--- src/rtl/seg7_chain_driver.sv ---
`default_nettype none
// ============================================================================
// Module   : seg7_chain_driver
// Purpose  : Display back-end for the calculator core. Accepts one result
//            word over a ready/valid handshake, converts it to decimal (an
//            iterative double-dabble) or hex digits, and applies leading-zero
//            blanking, sign placement and overflow-to-"Err" substitution.
//            It then shifts the segment bytes MSB-first into a daisy chain
//            of 74HC595-style registers and pulses the storage latch.
// Ports    : clk            system clock, rising edge
//            rst_n          asynchronous active-low reset
//            i_data         unsigned magnitude to display
//            i_error        force the "Err" pattern
//            i_data_is_neg  prefix a minus sign (decimal only)
//            i_hex_mode     1 = hexadecimal, 0 = decimal
//            i_valid        input word valid
//            o_ready        idle, can accept a word
//            o_sr_data      serial data to the first shift register
//            o_sr_clk       serial shift clock
//            o_sr_latch     storage-register latch pulse
//            o_sr_oe_n      active-low display output enable
// Revision : 1.0  initial release
// ============================================================================
module seg7_chain_driver #(
    parameter int DATA_WIDTH = 16,
    parameter int NUM_DIGITS = 5,
    parameter int CLK_DIV    = 2
) (
    input  logic                  clk,
    input  logic                  rst_n,
    input  logic [DATA_WIDTH-1:0] i_data,
    input  logic                  i_error,
    input  logic                  i_data_is_neg,
    input  logic                  i_hex_mode,
    input  logic                  i_valid,
    output logic                  o_ready,
    output logic                  o_sr_data,
    output logic                  o_sr_clk,
    output logic                  o_sr_latch,
    output logic                  o_sr_oe_n
);

    // ------------------------------------------------------------------
    // Sizing
    // ------------------------------------------------------------------
    // Decimal digits needed for 2^DATA_WIDTH-1 is floor(W*log10(2))+1; one
    // spare digit absorbs any rounding in the integer approximation of log10(2).
    localparam int c_bcd_digits  = (DATA_WIDTH * 30103) / 100000 + 2;
    localparam int c_hex_digits  = (DATA_WIDTH + 3) / 4;
    localparam int c_max_conv    = (c_bcd_digits > c_hex_digits) ? c_bcd_digits : c_hex_digits;
    // Working digit store must also cover every displayed position so that
    // significance (and hence overflow) is judged over all converted digits.
    localparam int c_work_digits = (c_max_conv > NUM_DIGITS) ? c_max_conv : NUM_DIGITS;
    localparam int c_work_bits   = 4 * c_work_digits;
    localparam int c_frame_bits  = 8 * NUM_DIGITS;

    localparam int c_bit_cnt_w   = $clog2(c_frame_bits);
    localparam int c_div_cnt_w   = $clog2(CLK_DIV + 1);
    localparam int c_conv_cnt_w  = $clog2(DATA_WIDTH + 1);

    localparam logic [c_bit_cnt_w-1:0]  c_last_bit  = c_bit_cnt_w'(c_frame_bits - 1);
    localparam logic [c_div_cnt_w-1:0]  c_last_div  = c_div_cnt_w'(CLK_DIV - 1);
    localparam logic [c_conv_cnt_w-1:0] c_last_conv = c_conv_cnt_w'(DATA_WIDTH - 1);

    // Segment byte is {dp,g,f,e,d,c,b,a}, active high
    localparam logic [7:0] c_seg_blank = 8'h00;
    localparam logic [7:0] c_seg_minus = 8'h40;
    localparam logic [7:0] c_seg_e     = 8'h79;
    localparam logic [7:0] c_seg_r     = 8'h50;

    // ------------------------------------------------------------------
    // State machine
    // ------------------------------------------------------------------
    typedef enum logic [2:0] {
        ST_IDLE    = 3'd0,
        ST_CONVERT = 3'd1,
        ST_ENCODE  = 3'd2,
        ST_SHIFT   = 3'd3,
        ST_LATCH   = 3'd4
    } state_t;

    state_t                    state_q,    state_d;
    logic [DATA_WIDTH-1:0]     bin_q,      bin_d;
    logic                      err_q,      err_d;
    logic                      neg_q,      neg_d;
    logic                      hex_q,      hex_d;
    logic [c_work_bits-1:0]    bcd_q,      bcd_d;
    logic [c_conv_cnt_w-1:0]   conv_cnt_q, conv_cnt_d;
    logic [c_frame_bits-1:0]   frame_q,    frame_d;
    logic [c_bit_cnt_w-1:0]    bit_cnt_q,  bit_cnt_d;
    logic [c_div_cnt_w-1:0]    div_cnt_q,  div_cnt_d;
    logic                      ready_q,    ready_d;
    logic                      sr_data_q,  sr_data_d;
    logic                      sr_clk_q,   sr_clk_d;
    logic                      sr_latch_q, sr_latch_d;
    logic                      sr_oe_n_q,  sr_oe_n_d;

    logic [c_work_bits-1:0]    w_bcd_adj;
    logic [c_frame_bits-1:0]   w_frame;

    // ------------------------------------------------------------------
    // Glyph lookup for a single hex/BCD digit
    // ------------------------------------------------------------------
    function automatic logic [7:0] glyph(input logic [3:0] dig);
        logic [7:0] seg;
        case (dig)
            4'h0:    seg = 8'h3F;
            4'h1:    seg = 8'h06;
            4'h2:    seg = 8'h5B;
            4'h3:    seg = 8'h4F;
            4'h4:    seg = 8'h66;
            4'h5:    seg = 8'h6D;
            4'h6:    seg = 8'h7D;
            4'h7:    seg = 8'h07;
            4'h8:    seg = 8'h7F;
            4'h9:    seg = 8'h6F;
            4'hA:    seg = 8'h77;
            4'hB:    seg = 8'h7C;
            4'hC:    seg = 8'h39;
            4'hD:    seg = 8'h5E;
            4'hE:    seg = 8'h79;
            default: seg = 8'h71;
        endcase
        return seg;
    endfunction

    // ------------------------------------------------------------------
    // Double-dabble correction: every BCD digit >= 5 gets +3 before the
    // shift so that the shift carries correctly into the next decade.
    // ------------------------------------------------------------------
    always_comb begin : p_dabble_adjust
        w_bcd_adj = bcd_q;
        for (int i = 0; i < c_work_digits; i++) begin
            if (bcd_q[4*i +: 4] >= 4'd5) begin
                w_bcd_adj[4*i +: 4] = bcd_q[4*i +: 4] + 4'd3;
            end
        end
    end

    // ------------------------------------------------------------------
    // Frame encoder: blanking, sign, overflow and error substitution.
    // Digit 0 sits in the low byte so that the top byte shifts out first.
    // ------------------------------------------------------------------
    always_comb begin : p_encode
        int         msd;
        logic       show_neg;
        logic       show_err;
        logic [7:0] seg;

        msd = 0;
        for (int i = 0; i < c_work_digits; i++) begin
            if (bcd_q[4*i +: 4] != 4'd0) begin
                msd = i;
            end
        end

        show_neg = neg_q && !hex_q;
        // Significant digits plus the sign position must fit in the chain
        show_err = err_q || ((msd + 1 + (show_neg ? 1 : 0)) > NUM_DIGITS);

        w_frame = '0;
        for (int i = 0; i < NUM_DIGITS; i++) begin
            seg = c_seg_blank;
            if (show_err) begin
                if (i == 2) begin
                    seg = c_seg_e;
                end else if (i < 2) begin
                    seg = c_seg_r;
                end
            end else if (i <= msd) begin
                seg = glyph(bcd_q[4*i +: 4]);
            end else if (show_neg && (i == msd + 1)) begin
                seg = c_seg_minus;
            end
            w_frame[8*i +: 8] = seg;
        end
    end

    // ------------------------------------------------------------------
    // Next-state and output logic
    // ------------------------------------------------------------------
    always_comb begin : p_next
        state_d    = state_q;
        bin_d      = bin_q;
        err_d      = err_q;
        neg_d      = neg_q;
        hex_d      = hex_q;
        bcd_d      = bcd_q;
        conv_cnt_d = conv_cnt_q;
        frame_d    = frame_q;
        bit_cnt_d  = bit_cnt_q;
        div_cnt_d  = div_cnt_q;
        ready_d    = ready_q;
        sr_data_d  = sr_data_q;
        sr_clk_d   = sr_clk_q;
        sr_latch_d = sr_latch_q;
        sr_oe_n_d  = sr_oe_n_q;

        case (state_q)
            ST_IDLE: begin
                if (i_valid && ready_q) begin
                    bin_d      = i_data;
                    err_d      = i_error;
                    neg_d      = i_data_is_neg;
                    hex_d      = i_hex_mode;
                    bcd_d      = '0;
                    conv_cnt_d = '0;
                    ready_d    = 1'b0;
                    state_d    = ST_CONVERT;
                end
            end

            ST_CONVERT: begin
                if (hex_q || err_q) begin
                    // Hex digits are the nibbles themselves; in error mode
                    // the digit content is discarded by the encoder anyway.
                    bcd_d                   = '0;
                    bcd_d[DATA_WIDTH-1:0]   = bin_q;
                    state_d                 = ST_ENCODE;
                end else begin
                    bcd_d      = {w_bcd_adj[c_work_bits-2:0], bin_q[DATA_WIDTH-1]};
                    bin_d      = bin_q << 1;
                    conv_cnt_d = conv_cnt_q + c_conv_cnt_w'(1);
                    if (conv_cnt_q == c_last_conv) begin
                        state_d = ST_ENCODE;
                    end
                end
            end

            ST_ENCODE: begin
                // First bit is presented together with the low serial-clock phase
                frame_d   = w_frame;
                sr_data_d = w_frame[c_frame_bits-1];
                sr_clk_d  = 1'b0;
                bit_cnt_d = '0;
                div_cnt_d = '0;
                state_d   = ST_SHIFT;
            end

            ST_SHIFT: begin
                if (div_cnt_q == c_last_div) begin
                    div_cnt_d = '0;
                    if (!sr_clk_q) begin
                        sr_clk_d = 1'b1;
                    end else begin
                        // Falling edge ends the bit; data for the next bit
                        // changes on the same edge, while the clock is low.
                        sr_clk_d = 1'b0;
                        if (bit_cnt_q == c_last_bit) begin
                            sr_latch_d = 1'b1;
                            state_d    = ST_LATCH;
                        end else begin
                            bit_cnt_d = bit_cnt_q + c_bit_cnt_w'(1);
                            frame_d   = frame_q << 1;
                            sr_data_d = frame_q[c_frame_bits-2];
                        end
                    end
                end else begin
                    div_cnt_d = div_cnt_q + c_div_cnt_w'(1);
                end
            end

            ST_LATCH: begin
                if (div_cnt_q == c_last_div) begin
                    div_cnt_d  = '0;
                    sr_latch_d = 1'b0;
                    // Display stays dark until the first complete frame is latched
                    sr_oe_n_d  = 1'b0;
                    ready_d    = 1'b1;
                    state_d    = ST_IDLE;
                end else begin
                    div_cnt_d = div_cnt_q + c_div_cnt_w'(1);
                end
            end

            default: begin
                sr_clk_d   = 1'b0;
                sr_latch_d = 1'b0;
                ready_d    = 1'b1;
                state_d    = ST_IDLE;
            end
        endcase
    end

    // ------------------------------------------------------------------
    // State registers
    // ------------------------------------------------------------------
    always_ff @(posedge clk or negedge rst_n) begin
        if (!rst_n) begin
            state_q    <= ST_IDLE;
            bin_q      <= '0;
            err_q      <= 1'b0;
            neg_q      <= 1'b0;
            hex_q      <= 1'b0;
            bcd_q      <= '0;
            conv_cnt_q <= '0;
            frame_q    <= '0;
            bit_cnt_q  <= '0;
            div_cnt_q  <= '0;
            ready_q    <= 1'b1;
            sr_data_q  <= 1'b0;
            sr_clk_q   <= 1'b0;
            sr_latch_q <= 1'b0;
            sr_oe_n_q  <= 1'b1;
        end else begin
            state_q    <= state_d;
            bin_q      <= bin_d;
            err_q      <= err_d;
            neg_q      <= neg_d;
            hex_q      <= hex_d;
            bcd_q      <= bcd_d;
            conv_cnt_q <= conv_cnt_d;
            frame_q    <= frame_d;
            bit_cnt_q  <= bit_cnt_d;
            div_cnt_q  <= div_cnt_d;
            ready_q    <= ready_d;
            sr_data_q  <= sr_data_d;
            sr_clk_q   <= sr_clk_d;
            sr_latch_q <= sr_latch_d;
            sr_oe_n_q  <= sr_oe_n_d;
        end
    end

    assign o_ready    = ready_q;
    assign o_sr_data  = sr_data_q;
    assign o_sr_clk   = sr_clk_q;
    assign o_sr_latch = sr_latch_q;
    assign o_sr_oe_n  = sr_oe_n_q;

endmodule

`default_nettype wire

--- config.mk ---
export PLATFORM = sky130hd
export DESIGN_NAME = seg7_chain_driver
export DESIGN_NICKNAME = d
export VERILOG_FILES = /design/src/rtl/seg7_chain_driver.sv
export SDC_FILE = /design/constraint.sdc
export NUM_CORES = 1
export LEC_CHECK = 0
export ABC_AREA = 1
export CAP_MARGIN = 20
export CORE_MARGIN = 3
export CORE_UTILIZATION = 60
export CTS_BUF_LIST = sky130_fd_sc_hd__clkbuf_8
export DETAILED_ROUTE_END_ITERATION = 6
export PLACE_DENSITY = 0.79
export SYNTH_ARGS = -nofsm -noshare
export SYNTH_HDL_FRONTEND = slang
export SYNTH_SLANG_ARGS = --single-unit
--- constraint.sdc ---
create_clock -name clk -period 3.4 [get_ports clk]
set_clock_uncertainty 0.15 [all_clocks]
set_input_delay 0.34 -clock clk [delete_from_list [all_inputs] [get_ports clk]]
set_output_delay 0.34 -clock clk [all_outputs]
set_load 0.03 [all_outputs]
* Word-level counts from Yosys, hierarchy flattened
Memory sizes are Yosys's and may differ from the RTL's. Index checks and enable logic that the tools add are counted.
Word-level totals: bits in writable memories 0, output and inout port bits 5, bits in latches 0, memories kept 5, logic and storage cells 167, register bits 103, bits in read-only memories 560
Memories:
- (no name shown) | depth 16, width 7, rd ports 1, clocked after memory_dff 0, write ports 0, line 106 | case (dig)
- (no name shown) | depth 16, width 7, rd ports 1, clocked after memory_dff 0, write ports 0, line 106
- (no name shown) | depth 16, width 7, rd ports 1, clocked after memory_dff 0, write ports 0, line 106
- (no name shown) | depth 16, width 7, rd ports 1, clocked after memory_dff 0, write ports 0, line 106
- (no name shown) | depth 16, width 7, rd ports 1, clocked after memory_dff 0, write ports 0, line 106
Operators by class: divide/modulo/power cells 0, reductions and logical operators 33, eq/ne operators 19, mux-type cells 69, shift-type cells 0, $lt $le $gt $ge 12, bitwise logic cells 3, multipliers 0, $add $sub $neg 11
Operator list (count):
- 2-to-1 mux 32 bit | 4
- 2-to-1 mux 39 bit | 3
- 2-to-1 mux 8 bit | 10
- one-hot mux 39 bit (2 select lines) | 1
- equality test 3 x 32 -> 1 bit, first input constant | 2
- less-or-equal comparator 3 x 32 -> 1 bit, first input constant | 2
- 2-to-1 mux 24 bit | 2
- one-hot mux 24 bit (2 select lines) | 1
- 2-to-1 mux 7 bit | 5
- adder 32 x 2 -> 32 bit | 1
- adder 32 x 2 -> 32 bit, second input constant | 1
- equality test 2 x 32 -> 1 bit, first input constant | 1
- equality test 4 x 32 -> 1 bit, first input constant | 1
- > comparator 32 x 4 -> 1 bit, second input constant | 1
- less-or-equal comparator 1 x 32 -> 1 bit, first input constant | 1
- less-or-equal comparator 2 x 32 -> 1 bit, first input constant | 1
- less-or-equal comparator 4 x 32 -> 1 bit, first input constant | 1
- logical NOT 32 bit | 1
- 2-to-1 mux 16 bit | 2
- one-hot mux 16 bit (2 select lines) | 1
- greater-or-equal comparator 4 x 3 -> 1 bit, second input constant | 6
- 2-to-1 mux 3 bit | 8
- adder 4 x 2 -> 4 bit, second input constant | 5
- 2-to-1 mux 4 bit | 5
- 36 further kinds | 81

* Logic depth before layout (Yosys ltp)
depth in word-level cells 13, gate-level depth with buffers 22, gate-level depth less buffers 21

* Least setup slack after synthesis
OpenSTA, ideal clock, no wires.
path type register to register, start reg bcd_q[16], end reg frame_q[21], required time 3.129 ns, period minus slack after synthesis 2.856 ns, setup slack 0.544 ns, stages on the path, launching flop included 21, arrival time 2.585 ns, cell sequence dfrtp_1 inv_1 ha_1 nand2_1 nor2_1 nand2_1 inv_1 ha_1 inv_1 ha_1 inv_1 nand2_1 nand2_1 inv_1 nand2_1 nand3_1 nor2_1 buf_2 nand2_1 a21oi_1 nor2_1
On the way: longest elaborated chain between the ends 9, elaborated cells on any way between the ends 11, classes of those cells 2 x add/sub; 2 x order compare; 5 x mux; 2 x reduce/logical
Ends and longest elaborated chain:
- start, declared | line 87 | logic [c_work_bits-1:0] bcd_q, bcd_d;
- start signal, assigned | line 295 | bcd_q <= '0;
- start signal, assigned | line 311 | bcd_q <= bcd_d;
- nonzero test 4 bit * | line 152 | if (bcd_q[4*i +: 4] != 4'd0) begin
- 2-to-1 mux 32 bit * (2 in series) | line 152
- adder 32 x 2 -> 32 bit (2 in series) | line 159 | show_err = err_q || ((msd + 1 + (show_neg ? 1 : 0)) > NUM_DIGITS);
- > comparator 32 x 4 -> 1 bit | line 159
- logical OR 1 bit | line 159
- 2-to-1 mux 8 bit * | line 164 | if (show_err) begin
- one-hot mux 39 bit (2 select lines) * | line 199 | case (state_q)
- end signal, assigned | line 313 | frame_q <= frame_d;
- end, declared | line 89 | logic [c_frame_bits-1:0] frame_q, frame_d;
Every way passes the cells marked *; elsewhere a longest branch is shown, timed or not. A chain may end at the register's enable or synchronous reset.

* Worst setup path after layout
start reg bcd_q[9], end reg frame_q[6]
On the way: longest elaborated chain between the ends 12, elaborated cells on any way between the ends 16, classes of those cells 2 x add/sub; 2 x order compare; 8 x mux; 4 x reduce/logical
Ends and longest elaborated chain (line):
- nonzero test 4 bit * | 152
- 2-to-1 mux 32 bit * (4 in series) | 152
- branches (longest 5 deep; another with adder 32 x 2 -> 32 bit)
- 2-to-1 mux 8 bit * | 164
- one-hot mux 39 bit (2 select lines) * | 199
Every way passes the cells marked *.

==> reports/qor_table.md <==
| Item | Reported | Unit |
|:---|:---|:---|
| Number of synthesized register bits | 103 | - |
| Placement Cell Area | 6792 | sq um |
| Fraction of layout instances using a drive strength above 1 | 7.365 | % |
| Hold path start | i_hex_mode | - |
| Unrepaired setup endpoints after global routing | false | - |
| Detailed router's first-iteration violation count | 544 | - |
| Die outline width | 110.2 | microns |
| Clock tree root buffer cell | sky130_fd_sc_hd__clkbuf_8 | - |
| Overflow after GRT | 0 | - |
| Average cell area after synthesis | 7.638 | sq um |
| Post-CTS Setup Inserts | 0 | - |
| Min-delay worst type | in -> reg | - |
| Filler cells | 883 | - |
| Post-layout nets | 928 | - |
| Port buffer count | 26 | - |
| Post-route antenna net violation count | 0 | - |
| Total DRC errors in the routed layout | 0 | - |
| Buffer levels on the longest clock path | 2 | - |
| Part of the Yosys area used for sequential elements | 39.60 | % |
| Global-route wire length before repair | 24,560 | microns |
| Post-layout worst setup margin | 0.2914 | ns |
| Startpoint of the worst-slack reg-to-reg timing path | bcd_q[9] | - |
| Dpl hpwl | 10,600 | microns |
| H-tree levels | 3 | - |
| Setup slack after placement | 0.1356 | ns |
| Clock Latency Late Sink | 0.39 | ns |
| Number of cells produced by synthesis | 853 | - |
| Vertical extent of the die | 110.2 | microns |
| Worst hold slack | 0.3379 | ns |
| Number of cell rows | 37 | - |
| Crit path kind | reg -> reg | - |
| Arr. time, crit path | 3.24 | ns |
| Effective utilization at floorplan | 62.27 | % |
| Critical Path Source Type | register | - |
| Layout overhead on the synthesized area | 8.604 | % |
| Number of unique standard cell types used by synthesis | 44 | - |
| Final Max Tran Viols | 0 | - |
| Final hold violations | 0 | - |
| Final worst path period share | 91.43 | % |
| Run status | complete, no violations | - |
| Slew headroom | 52.42 | % |
| Count of antenna diodes in the layout | 0 | - |
| First-pass iteration count of the detailed router | 5 | - |
| Clock input transition at the sequential cells of the worst setup and hold paths | 0.10 | ns |
| WL final | 14,630 | microns |
| Final setup vio count | 0 | - |
| Number of vias per cell after detailed routing | 5.704 | - |
| Area of the mapped netlist | 6515 | sq um |
| Setup total negative slack | 0 | ns |
| Area of the core | 10,460 | sq um |
| Data required time at the worst endpoint | 3.53 | ns |
| Full die area | 12,150 | sq um |
| Max-capacitance violation count | 0 | - |
| Type of element capturing the critical path | register | - |
| Critical Path Start | bcd_q[9] | - |
| Via count of the first global-routing pass | 5,116 | - |
| Shortest period the worst path allows | 3.109 | ns |
| Largest net degree at the start of global routing | 55 | - |
| Synthesized net count | 917 | - |
| Gpl congestion | 0.9952 | - |
| Post-route design area | 7076 | sq um |
| Top-level I/O count | 27 | - |
| Achievable frequency | 321.7 | MHz |
| Critical Path Fanout Max | 10 | - |
| Sink Count | 103 | - |
| TritonCTS clock tree | built | - |
| Number of antenna violations at the first check in global routing | 0 | - |
| Number of buffers created by CTS | 9 | - |
| Total via count in the routed design | 5,733 | - |
| Yosys warns | 0 | - |
| Pin slew with the least headroom to its limit | 0.7137 | ns |
| Routed wirelength normalized by instance count | 14.55 | microns |
| GRT Resource Usage Total | 25.58 | % |
placed cells by master (no fill, tap or decap), types with 4 or more instances in the layout:
cell	synthesis	final
sky130_fd_sc_hd__nand4_1	10	10
sky130_fd_sc_hd__o21ai_1	7	7
sky130_fd_sc_hd__inv_2	3	7
sky130_fd_sc_hd__dfrtp_1	101	97
sky130_fd_sc_hd__dfrtp_2	0	4
sky130_fd_sc_hd__a22o_1	5	5
sky130_fd_sc_hd__xor2_1	11	11
sky130_fd_sc_hd__ha_1	42	41
sky130_fd_sc_hd__o22ai_1	17	17
sky130_fd_sc_hd__a21oi_1	55	55
sky130_fd_sc_hd__clkbuf_8	0	12
sky130_fd_sc_hd__nand2_1	192	191
sky130_fd_sc_hd__o21ai_0	67	67
sky130_fd_sc_hd__nor2_2	3	6
sky130_fd_sc_hd__nand3_1	65	64
sky130_fd_sc_hd__buf_4	5	11
sky130_fd_sc_hd__inv_1	83	79
sky130_fd_sc_hd__a31oi_1	16	16
sky130_fd_sc_hd__nor2_1	85	82
sky130_fd_sc_hd__nand2_2	3	4
sky130_fd_sc_hd__clkdlybuf4s50_1	0	25
sky130_fd_sc_hd__o221ai_1	5	5
sky130_fd_sc_hd__o211ai_1	11	11
sky130_fd_sc_hd__clkinv_1	4	4
cell type report:
| cell class | instances | area, sq um | share of cell area (%) |
|---|---|---|---|
| timing repair buffer | 37 | 342.8 | 4.845 |
| clock inverter | 4 | 76.32 | 1.079 |
| tap | 136 | 170.2 | 2.405 |
| clock buffer | 12 | 165.2 | 2.334 |
| inverter | 91 | 342.8 | 4.845 |
| sequential | 103 | 2585 | 36.53 |
| multi-input combinational | 622 | 3393 | 47.96 |
registers in the layout, summed over array words and instances, names as in the netlist, 2 cells and up:
| name | count |
|---|---|
| bcd_q | 24 |
| div_cnt_q | 2 |
| bit_cnt_q | 6 |
| conv_cnt_q | 5 |
| state_q | 3 |
| bin_q | 16 |
| frame_q | 39 |
per-layer routing:
metal / share of wire, % / up-vias / global-route usage (%)
li1: - / 2876 / -
met1: 51 / 2679 / 39.07
met2: 43 / 161 / 36.92
met3: 4.8 / 17 / 3.494
met4: 1.7 / 0 / 9.499
met5: 0 / - / 0
logic make-up (layout without fill, tap and decap cells):
| logic type | Yosys count | count (layout) | synth area share, % |
|---|---|---|---|
| AOI/OAI and AO/OA | 200 | 200 | 17.82 |
| xor gates and xnor gates | 11 | 11 | 1.479 |
| adders and majority gates | 42 | 42 | 8.066 |
| buffers and inverters | 128 | 144 | 8.738 |
| DFF | 103 | 103 | 39.60 |
| muxes | 1 | 1 | 0.1536 |
| and+or+nand+nor | 368 | 368 | 24.14 |
stage by stage:
step                util [%]  cells
finish                 67.63   1005
global route           67.63   1005
CTS                    67.32   1005
detailed placement     64.91    988
global placement       64.91    988
floorplan                  -    853
synthesized netlist by cell type (all sizes together):
cell	instances	share of area [%]
a211oi	1	0.12
a21boi	3	0.35
a21oi	55	4.2
a22o	5	0.67
a22oi	3	0.35
a31oi	16	1.5
a32oi	2	0.27
and3	1	0.096
buf	31	3.1
clkbuf	6	0.35
clkinv	5	0.31
dfrtp	101	39
dfstp	2	0.81
ha	42	8.1
inv	86	5.0
mux2i	1	0.15
nand2	197	12
nand3	67	5.4
nand4	11	1.2
nor2	89	5.5
o211ai	11	1.3
o21a	1	0.12
o21ai	75	5.8
o221ai	5	0.67
o22ai	17	1.6
o31ai	4	0.54
o32ai	2	0.27
or2	3	0.29
xor2	11	1.5
timing repair:
| action | in CTS | in global routing |
|---|---|---|
| gates resized for setup | 0 | 15 |
| hold buffers | 1 | 0 |
| endpoints found under the hold margin | 51 | 0 |
| endpoints found under the setup margin | 0 | 29 |
critical path, stage by stage, from the launching register on:
cell                      delay, ns
sky130_fd_sc_hd__dfrtp_2       0.47
sky130_fd_sc_hd__inv_1         0.14
sky130_fd_sc_hd__ha_1          0.17
sky130_fd_sc_hd__nand2_1       0.10
sky130_fd_sc_hd__nor2_2        0.13
sky130_fd_sc_hd__nand2_1       0.06
sky130_fd_sc_hd__nand2_1       0.05
sky130_fd_sc_hd__nand2_1       0.10
sky130_fd_sc_hd__nand2_2       0.12
sky130_fd_sc_hd__ha_1          0.15
sky130_fd_sc_hd__inv_1         0.04
sky130_fd_sc_hd__ha_1          0.30
sky130_fd_sc_hd__inv_1         0.12
sky130_fd_sc_hd__nand2_1       0.06
sky130_fd_sc_hd__nand2_1       0.05
sky130_fd_sc_hd__inv_1         0.04
sky130_fd_sc_hd__nand2_1       0.08
sky130_fd_sc_hd__nand3_2       0.11
sky130_fd_sc_hd__nor2_2        0.17
sky130_fd_sc_hd__buf_4         0.18
sky130_fd_sc_hd__nand3_1       0.08
sky130_fd_sc_hd__o21ai_1       0.10
sky130_fd_sc_hd__nor2_1        0.05
worst paths after layout:
kind | end | slack, ns | cells past startpoint
hold / removal | hex_q | 0.34 | 3
hold reg to reg | o_sr_oe_n | 0.34 | 1
setup reg to reg | frame_q[6] | 0.29 | 22
setup / recovery | frame_q[6] | 0.29 | 22
min in group asynchronous | frame_q[37] | 0.39 | 2
max in group asynchronous | bcd_q[13] | 1.85 | 3
Power is left out: the tool's default activity adds up to more than one toggle a clock period on the data nets, which glitch-free logic cannot reach.
